File: src/rtl/reset_sequencer.sv
// Staggered reset sequencer: holds all channels in reset, then releases them one by one.
// Optional watchdog retrigger enabled by defining RST_WATCHDOG_EN.
module reset_sequencer #(
    parameter int NUM_CH         = 3,
    parameter int HOLD_CYCLES    = 16,
    parameter int STAGGER_CYCLES = 8,
    parameter int WDT_CYCLES     = 1024
) (
    input  logic              clk,
    input  logic              reset,
    input  logic              hit_reset,
`ifdef RST_WATCHDOG_EN
    input  logic              wdt_kick,
    output logic              wdt_fired,
`endif
    output logic [NUM_CH-1:0] reset_n_out,
    output logic              busy,
    output logic              all_released,
    output logic [1:0]        reset_cause
);

    localparam int MAX_HS  = (HOLD_CYCLES > STAGGER_CYCLES) ? HOLD_CYCLES : STAGGER_CYCLES;
    localparam int MAX_ALL = (MAX_HS > WDT_CYCLES) ? MAX_HS : WDT_CYCLES;
    localparam int CW      = $clog2(MAX_ALL + 1);
    localparam int IW      = (NUM_CH > 1) ? $clog2(NUM_CH) : 1;

    localparam logic [CW-1:0] HOLD_LAST    = CW'(HOLD_CYCLES - 1);
    localparam logic [CW-1:0] STAGGER_LAST = CW'(STAGGER_CYCLES - 1);
    localparam logic [IW-1:0] IDX_LAST     = IW'(NUM_CH - 1);

    localparam logic [1:0] CAUSE_POR = 2'b01;
    localparam logic [1:0] CAUSE_SW  = 2'b10;

    typedef enum logic [1:0] {
        ASSERT,
        RELEASE,
        RUN
    } state_t;

    state_t            state_q, state_d;
    logic [CW-1:0]     cnt_q, cnt_d;
    logic [IW-1:0]     idx_q, idx_d;
    logic [NUM_CH-1:0] rst_n_d;
    logic              busy_d;
    logic              all_d;
    logic [1:0]        cause_d;
    logic              trigger;

`ifdef RST_WATCHDOG_EN
    localparam logic [CW-1:0] WDT_LAST  = CW'(WDT_CYCLES - 1);
    localparam logic [1:0]    CAUSE_WDT = 2'b11;

    logic [CW-1:0] wdt_cnt_q, wdt_cnt_d;
    logic          wdt_expire;
    logic          fired_d;

    // Watchdog only counts while the system is running; a kick wins over expiry.
    always_comb begin
        wdt_cnt_d  = '0;
        wdt_expire = 1'b0;
        if (state_q == RUN) begin
            if (wdt_kick) begin
                wdt_cnt_d = '0;
            end else if (wdt_cnt_q == WDT_LAST) begin
                wdt_expire = 1'b1;
            end else begin
                wdt_cnt_d = wdt_cnt_q + CW'(1);
            end
        end
        if (hit_reset) begin
            wdt_cnt_d = '0;
        end
        fired_d = wdt_expire & ~hit_reset;
    end

    assign trigger = hit_reset | wdt_expire;
`else
    assign trigger = hit_reset;
`endif

    always_comb begin
        state_d = state_q;
        cnt_d   = cnt_q;
        idx_d   = idx_q;
        rst_n_d = reset_n_out;
        busy_d  = busy;
        all_d   = all_released;
        cause_d = reset_cause;

        case (state_q)
            ASSERT: begin
                if (cnt_q == HOLD_LAST) begin
                    rst_n_d[0] = 1'b1;
                    cnt_d      = '0;
                    idx_d      = IW'(1);
                    if (NUM_CH == 1) begin
                        state_d = RUN;
                        busy_d  = 1'b0;
                        all_d   = 1'b1;
                    end else begin
                        state_d = RELEASE;
                    end
                end else begin
                    cnt_d = cnt_q + CW'(1);
                end
            end
            RELEASE: begin
                if (cnt_q == STAGGER_LAST) begin
                    rst_n_d[idx_q] = 1'b1;
                    cnt_d          = '0;
                    if (idx_q == IDX_LAST) begin
                        state_d = RUN;
                        busy_d  = 1'b0;
                        all_d   = 1'b1;
                    end else begin
                        idx_d = idx_q + IW'(1);
                    end
                end else begin
                    cnt_d = cnt_q + CW'(1);
                end
            end
            RUN: begin
                state_d = RUN;
            end
            default: begin
                state_d = ASSERT;
            end
        endcase

        // A trigger overrides everything and keeps the hold counter pinned at zero.
        if (trigger) begin
            state_d = ASSERT;
            cnt_d   = '0;
            idx_d   = '0;
            rst_n_d = '0;
            busy_d  = 1'b1;
            all_d   = 1'b0;
`ifdef RST_WATCHDOG_EN
            cause_d = hit_reset ? CAUSE_SW : CAUSE_WDT;
`else
            cause_d = CAUSE_SW;
`endif
        end
    end

    always_ff @(posedge clk or posedge reset) begin
        if (reset) begin
            state_q      <= ASSERT;
            cnt_q        <= '0;
            idx_q        <= '0;
            reset_n_out  <= '0;
            busy         <= 1'b1;
            all_released <= 1'b0;
            reset_cause  <= CAUSE_POR;
        end else begin
            state_q      <= state_d;
            cnt_q        <= cnt_d;
            idx_q        <= idx_d;
            reset_n_out  <= rst_n_d;
            busy         <= busy_d;
            all_released <= all_d;
            reset_cause  <= cause_d;
        end
    end

`ifdef RST_WATCHDOG_EN
    always_ff @(posedge clk or posedge reset) begin
        if (reset) begin
            wdt_cnt_q <= '0;
            wdt_fired <= 1'b0;
        end else begin
            wdt_cnt_q <= wdt_cnt_d;
            wdt_fired <= fired_d;
        end
    end
`endif

endmodule
File: config.mk
export PLATFORM = sky130hd
export DESIGN_NAME = reset_sequencer
export DESIGN_NICKNAME = d
export VERILOG_FILES = /design/src/rtl/reset_sequencer.sv
export SDC_FILE = /design/constraint.sdc
export NUM_CORES = 1
export LEC_CHECK = 0
export BUFFER_PORTS_ARGS = -buffer_cell sky130_fd_sc_hd__buf_2
export CAP_MARGIN = 20
export CORE_ASPECT_RATIO = 2
export CORE_MARGIN = 8
export CORE_UTILIZATION = 30
export DETAILED_ROUTE_END_ITERATION = 16
export SYNTH_ARGS = -nofsm -noshare
export SYNTH_HDL_FRONTEND = slang
export SYNTH_SLANG_ARGS = --single-unit
File: constraint.sdc
create_clock -name clk -period 3.3 [get_ports clk]
set_input_delay 0 -clock clk [delete_from_list [all_inputs] [get_ports clk]]
set_output_delay 0 -clock clk [all_outputs]
set_load 0.01 [all_outputs]
==> impl_metrics.yaml <==
critical_path:
  r2r_end: "cnt_q[4]"
  end_kind: "flip-flop"
  r2r_cells: 6
  crit_fanout: 10
  rrSetupSlack_ns: 1.36
  critPathKind: "flip-flop to flip-flop"
  critPathRequiredTime_ns: 3.46
  r2r_start: "state_q[1]"
  worstSetupStartpointType: "flip-flop"
  critPathArrivalTime_ns: 2.10
cts:
  clk_latency_ns: 0.26
  clkTransAtPathRegs_ns: 0.08
  clk_path_buf_depth: 2
  numCtsBuffers: 3
  clock_tree.root_cell: "clkbuf_8"
  postCtsSetupBuffers: 0
  tritoncts: "done"
  cts_resized: 0
  htree_levels: 1
  numClockSinks: 22
sta:
  slew-limit-headroom_pct: 41.13
  worst_pin_slew_ns: 0.8821
  rsz0062_at_grt: "no"
  hold_viol: 0
  period_share_pct: 58.88
  slew_violations: 0
  tns_ns: 0
  max_freq_ghz: 0.5147
  finalSetupViolations: 0
  setup_ws_ns: 1.357
  period_needed_ns: 1.943
  skew_ns: 0.004342
logic_synthesis:
  synth_ff_type: "dfrtp_1"
  yosys_warnings: 0
  yosys_register_bits: 22
  synth_nets: 135
  syn-instance-count: 125
  ys_types: 45
  synth_top_area_share_pct: 39.41
  synth_seq_area_share_pct: 43.55
  synth_area_leaders: "dfrtp_1 (39%), ha_1 (6.9%), dfstp_2 (4.1%), nand2_1 (3.3%), o211ai_1 (3.0%)"
  async_flop_share_pct: 100.0
  yosysTopAreaCell: "dfrtp_1"
  netlist_area_um2: 1270
  synth_common_cells: "dfrtp_1 (20), nand2_1 (11), inv_1 (9)"
  avgSynthCellArea_um2: 10.16
  yosysMostFrequentCell: "dfrtp_1"
  synth_edf_count: 0
place:
  hpwl_mm: 2.228
  port_buffers: 9
  pre_cts_ws_ns: 1.389
  place_congestion: 0.8280
  dpl.cell_count: 183
floorplanning:
  fp.dieH_um: 108.0
  dieArea_um2: 6697
  core_area_um2: 4088
  ios: 10
  die_width_um: 62.01
  start_util_pct: 31.07
  std_cell_rows: 33
route:
  vias: 1005
  drt_iter0_markers: 38
  drc_errors: 0
  wl_per_cell_um: 15.50
  via_per_inst: 5.374
  drt_wl_total_mm: 2.899
  first_pass_iters: 4
  antenna_left: 0
global_route:
  first_global_vias: 1056
  busiest_layer: "met2"
  grt_max_degree: 23
  track_usage_pct: 9.543
  grt-ovfl-total: 0
  use_met2_pct: 17.80
  met3_usage_pct: 1.427
  grt_pass1_wl_mm: 4.864
  antenna_found_initial: 0
  grt_util_met1_pct: 9.181
run:
  drv_cap: 0
power:
  ir_drop_mv: 0.1778
  totalPowerFinal_mw: 0.7309
  p_per_area_nw_per_um2: 517.9
  p_leak_nw: 0.5728
min_path:
  worst_hold_path_type: "input pin to flip-flop"
  hold_start: "hit_reset"
  hold_depth: 2
  worstHoldEndpoint: "reset_n_out[1]"
final_layout:
  n_antenna_cell: 0
  final_nets: 147
  fillCellCount: 393
  syn_to_final_growth_pct: 11.13
  fin_cells: 187
  drive_gt1_share_pct: 17.78
run_status:
  status: "finished clean"
==> critical path, stage by stage (launching register included) <==
cell     delay, ns
dfrtp_1       0.38
inv_1         0.12
ha_1          0.37
nor2_1        0.20
nor2_4        0.19
nand2_1       0.24
o31ai_1       0.33
==> through the flow <==
stage	instance area, µm²	hold slack, ns	utilization, %
after floorplan	1270	-0.01226	-
after CTS	1411	0.1004	34.53
after detailed placement	1360	0.2225	33.27
final	1411	0.1103	34.53
after global placement	1360	0.2083	33.27
after global routing	1411	0.1317	34.53
==> kinds of logic after synthesis <==
logic type,after synthesis,share of synthesized area (%)
AND/OR/NAND/NOR,48,23.55
AO/OA/AOI/OAI,32,18.82
flip-flops,22,43.55
buffers and inverters,12,4.236
adder cells (fa/ha/maj),7,6.896
XOR/XNOR,2,1.380
multiplexers,2,1.576
==> cells in the final DEF (no fill, tap or decap), types with 2 or more instances in the layout <==
cell,count
nor3_1,4
buf_2,9
o211ai_1,5
or3_1,2
or2_2,2
nand3_1,6
or2_1,2
clkbuf_8,3
a31oi_1,3
nor2_1,4
xor2_1,2
mux2i_1,2
o211ai_2,2
o21ai_1,2
and3_1,2
o21ai_0,4
nand2_1,11
dfstp_2,2
inv_1,9
nand4_1,3
dfrtp_1,20
o31ai_1,4
ha_1,7
a21oi_1,4
==> sequential cells by signal, summed over array words and instances, names as in the netlist <==
signal / flops
all_released: 1
busy: 1
idx_q: 2
reset_n_out: 3
state_q: 2
reset_cause: 2
cnt_q: 11
==> final cells by class <==
class                   count  area, µm²  share of cell area, %
inverters                   9      33.78                  2.394
well taps                  52      65.06                  4.610
flip-flops and latches     22      553.0                  39.18
clock buffers               3      41.29                  2.926
repair buffers             10      55.05                  3.901
multi-input cells          91      663.1                  46.99
==> what timing repair did <==
action | CTS | global route
endpoints found under the setup margin | 0 | 0
hold buffers | 1 | 0
hold endpoints to repair | 20 | 0
==> how the worst max path moves through the flow <==
stage / startpoint / end / slack (ns)
finish: state_q[1] / cnt_q[4] / 1.36
global route: state_q[1] / cnt_q[4] / 1.19
CTS: state_q[1] / cnt_q[4] / 1.35
detailed placement: state_q[1] / cnt_q[3] / 1.39
global placement: state_q[1] / cnt_q[7] / 1.47
floorplan: state_q[1] / cnt_q[3] / 1.73
==> metal layers <==
| metal | part of all wire, % | routed length (µm) |
|---|---|---|
| met5 | 0 | 0 |
| met2 | 58 | 1682 |
| met3 | 3.4 | 99 |
| met1 | 35 | 1025 |
| met4 | 3.1 | 91 |
==> where the power goes <==
part | leakage [nW] | switching, mW | internal, mW
sequential | 0.290 | 0.0252 | 0.297
clock | 0.0216 | 0.0838 | 0.0815
combinational | 0.261 | 0.159 | 0.0835
Power figures use the tool's default switching activity.
